==> src/rtl/not16_link_pkg.sv <==
// Shared definitions for the inverted-line word link: line levels, FSM states,
// and the polarity rule (each line bit is the complement of its data bit).
package not16_link_pkg;
  localparam int   DATA_W    = 16;
  localparam logic LINE_IDLE = 1'b1;
  localparam logic START_LVL = 1'b0;
  localparam logic STOP_LVL  = 1'b1;

  typedef enum logic [1:0] {IDLE, START, DATA, STOP} state_t;

  function automatic logic [DATA_W-1:0] line_of(input logic [DATA_W-1:0] d);
    return ~d;
  endfunction
endpackage

==> src/rtl/not16.sv <==
// Bitwise 16-bit inverter; the same cell the transmitter uses to drive the line.
module not16
  import not16_link_pkg::*;
(
  input  logic [DATA_W-1:0] a,
  output logic [DATA_W-1:0] y
);
  assign y = line_of(a);
endmodule

==> src/rtl/not16_link_rx.sv <==
// Bit-serial receiver: start detect, mid-bit sampling of 16 inverted data bits,
// stop check, and a one-deep valid/ready output with sticky overrun.
module not16_link_rx #(
  parameter int DATA_W       = 16,
  parameter int CLKS_PER_BIT = 4
) (
  input  logic              clk,
  input  logic              reset,
  input  logic              rx_line,
  input  logic              out_ready,
  input  logic              clear_err,
  output logic [DATA_W-1:0] out_data,
  output logic              out_valid,
  output logic              frame_err,
  output logic              overrun,
  output logic              busy
);
  import not16_link_pkg::*;

  localparam int CW = (CLKS_PER_BIT > 1) ? $clog2(CLKS_PER_BIT) : 1;
  localparam int BW = $clog2(DATA_W);

  state_t            state, state_nx;
  logic [CW-1:0]     clk_cnt;
  logic [BW-1:0]     bit_idx;
  logic [DATA_W-1:0] raw, word;
  logic              tick_half, tick_full, last_bit;
  logic              cnt_clr, data_smp, stop_smp;
  logic              word_done, load, xfer;

  assign tick_half = (clk_cnt == CW'(CLKS_PER_BIT/2 - 1));
  assign tick_full = (clk_cnt == CW'(CLKS_PER_BIT - 1));
  assign last_bit  = (bit_idx == BW'(DATA_W - 1));

  always_ff @(posedge clk) begin
    if (reset) state <= IDLE;
    else       state <= state_nx;
  end

  always_comb begin
    state_nx = state;
    case (state)
      IDLE:    if (rx_line == START_LVL) state_nx = START;
      START:   if (tick_half) state_nx = (rx_line == START_LVL) ? DATA : IDLE;
      DATA:    if (tick_full && last_bit) state_nx = STOP;
      STOP:    if (tick_full) state_nx = IDLE;
      default: state_nx = IDLE;
    endcase
  end

  always_comb begin
    cnt_clr  = 1'b0;
    data_smp = 1'b0;
    stop_smp = 1'b0;
    busy     = 1'b1;
    case (state)
      IDLE:    begin cnt_clr = 1'b1; busy = 1'b0; end
      START:   cnt_clr = tick_half;
      DATA:    begin cnt_clr = tick_full; data_smp = tick_full; end
      STOP:    begin cnt_clr = tick_full; stop_smp = tick_full; end
      default: cnt_clr = 1'b1;
    endcase
  end

  always_ff @(posedge clk) begin
    if (reset || cnt_clr) clk_cnt <= '0;
    else                  clk_cnt <= clk_cnt + CW'(1);
  end

  always_ff @(posedge clk) begin
    if (reset || state != DATA) bit_idx <= '0;
    else if (data_smp)          bit_idx <= bit_idx + BW'(1);
  end

  // raw keeps line polarity; the inverter restores the true word
  always_ff @(posedge clk) begin
    if (reset)         raw <= '0;
    else if (data_smp) raw[bit_idx] <= rx_line;
  end

  not16 u_not16 (.a(raw), .y(word));

  assign word_done = stop_smp && (rx_line == STOP_LVL);
  assign xfer      = out_valid && out_ready;
  assign load      = word_done && (!out_valid || out_ready);

  always_ff @(posedge clk) begin
    if (reset) begin
      out_data  <= '0;
      out_valid <= 1'b0;
      frame_err <= 1'b0;
      overrun   <= 1'b0;
    end else begin
      frame_err <= stop_smp && (rx_line != STOP_LVL);
      if (load) begin
        out_data  <= word;
        out_valid <= 1'b1;
      end else if (xfer) begin
        out_valid <= 1'b0;
      end
      // a fresh drop outranks a simultaneous clear
      if (word_done && !load) overrun <= 1'b1;
      else if (clear_err)     overrun <= 1'b0;
    end
  end
endmodule

==> config.mk <==
export PLATFORM = sky130hd
export DESIGN_NAME = not16_link_rx
export DESIGN_NICKNAME = d
export VERILOG_FILES = /design/src/rtl/not16_link_pkg.sv /design/src/rtl/not16.sv /design/src/rtl/not16_link_rx.sv
export SDC_FILE = /design/constraint.sdc
export NUM_CORES = 1
export LEC_CHECK = 0
export CAP_MARGIN = 20
export CORE_ASPECT_RATIO = 1.1
export CORE_UTILIZATION = 32
export DETAILED_ROUTE_END_ITERATION = 6
export GPL_TIMING_DRIVEN = 0
export SETUP_SLACK_MARGIN = 0.5
export SKIP_LAST_GASP = 1
export SYNTH_ARGS = -nofsm -noshare
export SYNTH_HDL_FRONTEND = slang
export SYNTH_SLANG_ARGS = --single-unit
==> constraint.sdc <==
create_clock -name clk -period 2.1 [get_ports clk]
set_input_delay 0.42 -clock clk [delete_from_list [all_inputs] [get_ports clk]]
set_output_delay 0.42 -clock clk [all_outputs]
set_load 0.01 [all_outputs]
After elaboration in Yosys (flattened, before gate mapping)

Index checks and enable logic that the tools add are counted.

Add/subtract/negate cells: 2
Multipliers: 0
Div/mod/pow operators: 0
$lt $le $gt $ge: 2
Equal/unequal tests: 11
Shift-type cells: 0
Multiplexer cells: 17
Bitwise logic cells: 2
Reductions and logical operators: 17

Operators by type and width:

| operator            | count |
|---|---|
| $bwmux 16           | 1 |
| $not 16->16         | 1 |
| $mux 2              | 5 |
| $ne 2x2->1 const B  | 5 |
| $mux 1              | 8 |
| $pmux 2 s4          | 1 |
| $logic_and 1x1->1   | 7 |
| $eq 2x2->1 const B  | 3 |
| $lt 4x5->1 const B  | 1 |
| $add 4x1->4 const B | 1 |
| $demux 1 s4         | 1 |
| $eq 2x1->1 const B  | 2 |
| $eq 4x4->1 const B  | 1 |
| $ge 4x1->1 const B  | 1 |
| $reduce_and 4->1    | 1 |
| $reduce_bool 2->1   | 2 |
| $logic_or 1x1->1    | 3 |
| $pmux 1 s3          | 1 |
| $add 2x1->2 const B | 1 |
| $logic_not 1->1     | 2 |
| $logic_not 2->1     | 1 |
| $reduce_or 2->1     | 1 |
| $not 1->1           | 1 |

Flip-flop bits (word level): 43
Bits in latches: 0
Memory bits (writable): 0
Bits in read-only memories: 0
Input bits: 5
Output and inout port bits: 20
Word-level logic and storage cells: 59
Memories kept: 0

Depth between registers and ports, before layout

Depth in word-level cells: 7
Gate-level depth with buffers: 6
Depth with buffers taken out: 5

Cells and area by module

A second synthesis with hierarchy kept.

Cell total of the unflattened synthesis: 221
Area total of the unflattened synthesis: 2072.0 um^2

Modules (own cells, without submodules):

| module        | instances | cells each | area an instance (um^2) | sequential area each (um^2) |
|---|---|---|---|---|
| not16_link_rx | 1         | 205        | 2011.9                  | 860.8 |
| not16         | 1         | 16         | 60.1                    | 0.0 |

Worst setup path before layout

OpenSTA, ideal clock, no wires.

Kind: reg2reg
From: reg clk_cnt[0]
To: reg out_data[10]
Setup time: 121 ps
Arrival time: 1361 ps
Required time: 1979 ps
Setup slack: 618 ps
Stages on the path, launching flop included: 7
Buffers on the path: 2
Clock period less this slack: 1482 ps
Cells stage by stage: dfxtp_1 > ha_1 > nand4_2 > nor2b_4 > buf_6 > buf_12 > mux2_4

Cells in the longest elaborated chain, start to end: 4

RTL lines:

| element                | RTL line            | text |
|---|---|---|
| from (decl)            | not16_link_rx.sv:24 | `logic [CW-1:0] clk_cnt;` |
| from (signal assigned) | not16_link_rx.sv:67 | `else clk_cnt <= clk_cnt + CW'(1);` |
| $eq 2x2->1             | not16_link_rx.sv:32 | `assign tick_full = (clk_cnt == CW'(CLKS_PER_BIT - 1));` |
| $mux 1                 | not16_link_rx.sv:56 | `case (state)` |
| $logic_and 1x1->1      | not16_link_rx.sv:83 | `assign word_done = stop_smp && (rx_line == STOP_LVL);` |
| $logic_and 1x1->1      | not16_link_rx.sv:85 | `assign load = word_done && (!out_valid \|\| out_ready);` |
| to (signal assigned)   | not16_link_rx.sv:96 | `out_data <= word;` |
| to (decl)              | not16_link_rx.sv:12 | `output logic [DATA_W-1:0] out_data,` |

No other way between the ends.
A chain may end at the register's enable or synchronous reset.

Final worst setup path

From: reg out_data[7]
To: out out_data[7]

No word-level cell between the ends.

==> qor.txt <==
Placed standard-cell area -> 2370 um^2
Initial Util -> 0.330
Data arrival, critical path -> 1.14 ns
Critical path data required time -> 1.68 ns
Sinks on the clock net -> 43
Most frequent standard cell in the layout excluding fill and tap cells -> dfxtp_1
Syn_nets -> 217
Synthesized area per cell -> 9.90 um^2
Worst path cell trace -> clkdlybuf4s50_1
Routability-driven placement congestion ratio -> 0.769
Instance count on the critical path -> 1
Reg-to-reg critical path startpoint -> clk_cnt[1]
Largest net degree at the start of global routing -> 13
Endpoint of the lowest-slack register-to-register path -> out_data[11]
Worst setup path endpoint -> out_data[7]
CTS max path bufs -> 2
GRT Overall Usage -> 0.121
Slew of the pin with the lowest slew margin -> 0.289 ns
Power per cell area -> 595 nW/um^2
Proportion of synthesized flip-flops having asynchronous set or reset -> 0
Total of flip-flops plus latches after synthesis -> 43
Synthesis-to-layout area growth -> 26.4%
Length in cells of the worst reg-to-reg path -> 6
Top library cells by usage in the layout, fill and taps aside -> 40 x dfxtp_1, 26 x nor2_1, 20 x nor2b_1
DRC violations left -> 0
Total gr overflow -> 0
Area of the die -> 6660 um^2
Most instantiated flip-flop cell in the synthesis netlist -> dfxtp_1
CP Capture Type -> output pin
Die extent in y -> 85.5 um
Number of buffers inserted for hold repair after clock tree synthesis -> 0
Finished layout cell area -> 2570 um^2
Root buf cell -> clkbuf_8
Slowest CP cell -> clkdlybuf4s50_1
Clock insertion delay at the later pin of the skew report -> 0.29 ns
Clock transition at path regs -> 0.08 ns
Inserted Clock Buffers -> 5
Vias per Instance -> 4.42
Total Neg Setup Slack -> 0 ns
P_leak -> 1.38 nW
Antenna cell count -> 0
Number of rows in the core area -> 30
Post-synth EDFFs -> 0
Via total after detailed routing -> 1406
Max Cap Violations -> 0
First-pass iteration count of the detailed router -> 4
WL/cell -> 11.4 um
Filler Cells Inserted -> 621
Initial antenna violation count -> 0
TritonCTS clock tree -> yes
Slowest stage delay, CP -> 0.53 ns
Routed Antenna Nets -> 0
Achievable Freq -> 0.642 GHz
DRC violation total after the first TritonRoute iteration -> 65
Placed Instances -> 309
Critical setup path kind -> reg2out
Nature of the critical path startpoint -> register
Port buffer count -> 24
Netlist area before placement -> 2030 um^2
Global-route wire length before repair -> 6.34 mm
Worst Path Max Fanout -> 2
Detailed placer's ending HPWL -> 2.56 mm
Combined buffer and inverter count along the critical path -> 1
Worst slew margin relative to its limit -> 0.807
Max H-tree Level -> 2
Layout Cells excl Fill -> 318
Sequential element share of the synthesized area -> 0.424
Mapped Cells -> 205
Top-Level Pins -> 25
Origin of the worst setup path -> out_data[7]
VDD IR-drop max -> 0.296 mV
Register-to-Register Setup Slack -> 0.56 ns
Die span in x -> 77.9 um
Fraction of final layout cells with drive strength greater than 1 -> 0.206
Final setup violation count -> 0
Class of the worst hold path -> reg2reg
Warnings from Yosys -> 0
Fin. max-slew vios -> 0
Setup repair after global routing missed its margin -> no
Worst clock skew on the final layout -> 0.00670 ns
Share of the clock period used by the worst path -> 0.742
Count of different cell masters after synthesis -> 33
Time the final worst path needs with I/O delays and setup -> 1.56 ns
Final WL -> 3.63 mm
Endpoints failing hold -> 0
Family with the most delay on the worst path -> buffers and inverters
Final nets -> 250
Number of global-route vias before repair -> 1385
Core box area -> 6160 um^2
Run status -> finished clean
cell type report:
cell class	count	area [um^2]	area share
inverters	4	15.0	0.00585
plain buffers	14	100	0.0390
clock buffers	6	72.6	0.0283
clock inverters	1	30.0	0.0117
repair buffers	26	290	0.113
well taps	80	100	0.0390
multi-input cells	144	1090	0.425
flip-flops and latches	43	867	0.338
state kept, by name (all words and copies together), names as in the netlist, named ones only:
| register | count |
|---|---|
| bit_idx | 4 |
| state | 1 |
| clk_cnt | 2 |
| overrun | 1 |
| out_data | 16 |
| raw | 16 |
| out_valid | 1 |
| frame_err | 1 |
power by group:
part / leakage (nW) / switching, mW / total, mW / internal (mW)
Combinational: 0.978 / 0.0432 / 0.0826 / 0.0394
Clock: 0.0513 / 0.273 / 0.622 / 0.349
Sequential: 0.348 / 0.00300 / 0.821 / 0.818
Total: 1.38 / 0.319 / 1.53 / 1.21
cells in the mapped netlist (2+ instances only):
| library cell | count | share of area |
|---|---|---|
| and4b_1 | 4 | 0.020 |
| buf_2 | 8 | 0.020 |
| clkbuf_1 | 3 | 0.0055 |
| dfxtp_1 | 43 | 0.42 |
| ha_1 | 7 | 0.043 |
| inv_1 | 4 | 0.0074 |
| mux2_2 | 7 | 0.039 |
| mux2_4 | 10 | 0.074 |
| mux2i_1 | 17 | 0.084 |
| nand2_1 | 16 | 0.030 |
| nand2b_1 | 18 | 0.055 |
| nand4_1 | 2 | 0.0062 |
| nor2_1 | 26 | 0.048 |
| nor2b_1 | 20 | 0.062 |
| xnor2_1 | 2 | 0.0086 |
logic make-up after synthesis:
group | synth area share
flip-flops | 0.424
AO/OA/AOI/OAI | 0.0204
adder cells (fa/ha/maj) | 0.0432
buffers and inverters | 0.0499
multiplexers | 0.197
AND/OR/NAND/NOR | 0.253
XOR/XNOR | 0.0129
layer usage:
layer  wire [um]  vias to the layer above  GRT usage
met1        1780                      643      0.157
met3         146                        4     0.0351
li1            -                      735          -
met5           0                        -          0
met4          28                        0     0.0370
met2        1670                       24      0.195
worst min-delay path by stage:
stage,depth (start not counted),to,startpoint
after global placement,1,clk_cnt[0],clk_cnt[0]
after global routing,1,clk_cnt[0],clk_cnt[0]
after detailed placement,2,raw[10],raw[10]
after CTS,1,clk_cnt[0],clk_cnt[0]
after floorplan,1,clk_cnt[0],clk_cnt[0]
final,1,clk_cnt[0],clk_cnt[0]
metrics by stage:
step	utilization	setup slack [ns]	hold slack, ns	total power, mW
global placement	0.385	0.0738	0.456	0.915
detailed placement	0.385	0.0697	0.466	0.916
floorplan	-	0.618	0.437	0.889
global route	0.417	0.500	0.471	1.59
CTS	0.408	0.473	0.447	1.54
finish	0.417	0.541	0.446	1.53
timing repair:
action / in CTS / in global routing
buffers inserted: 2 / 0
setup endpoints to repair: 25 / 37
resized for setup: 18 / 23
Note: power is estimated with default switching activity, not from simulation.
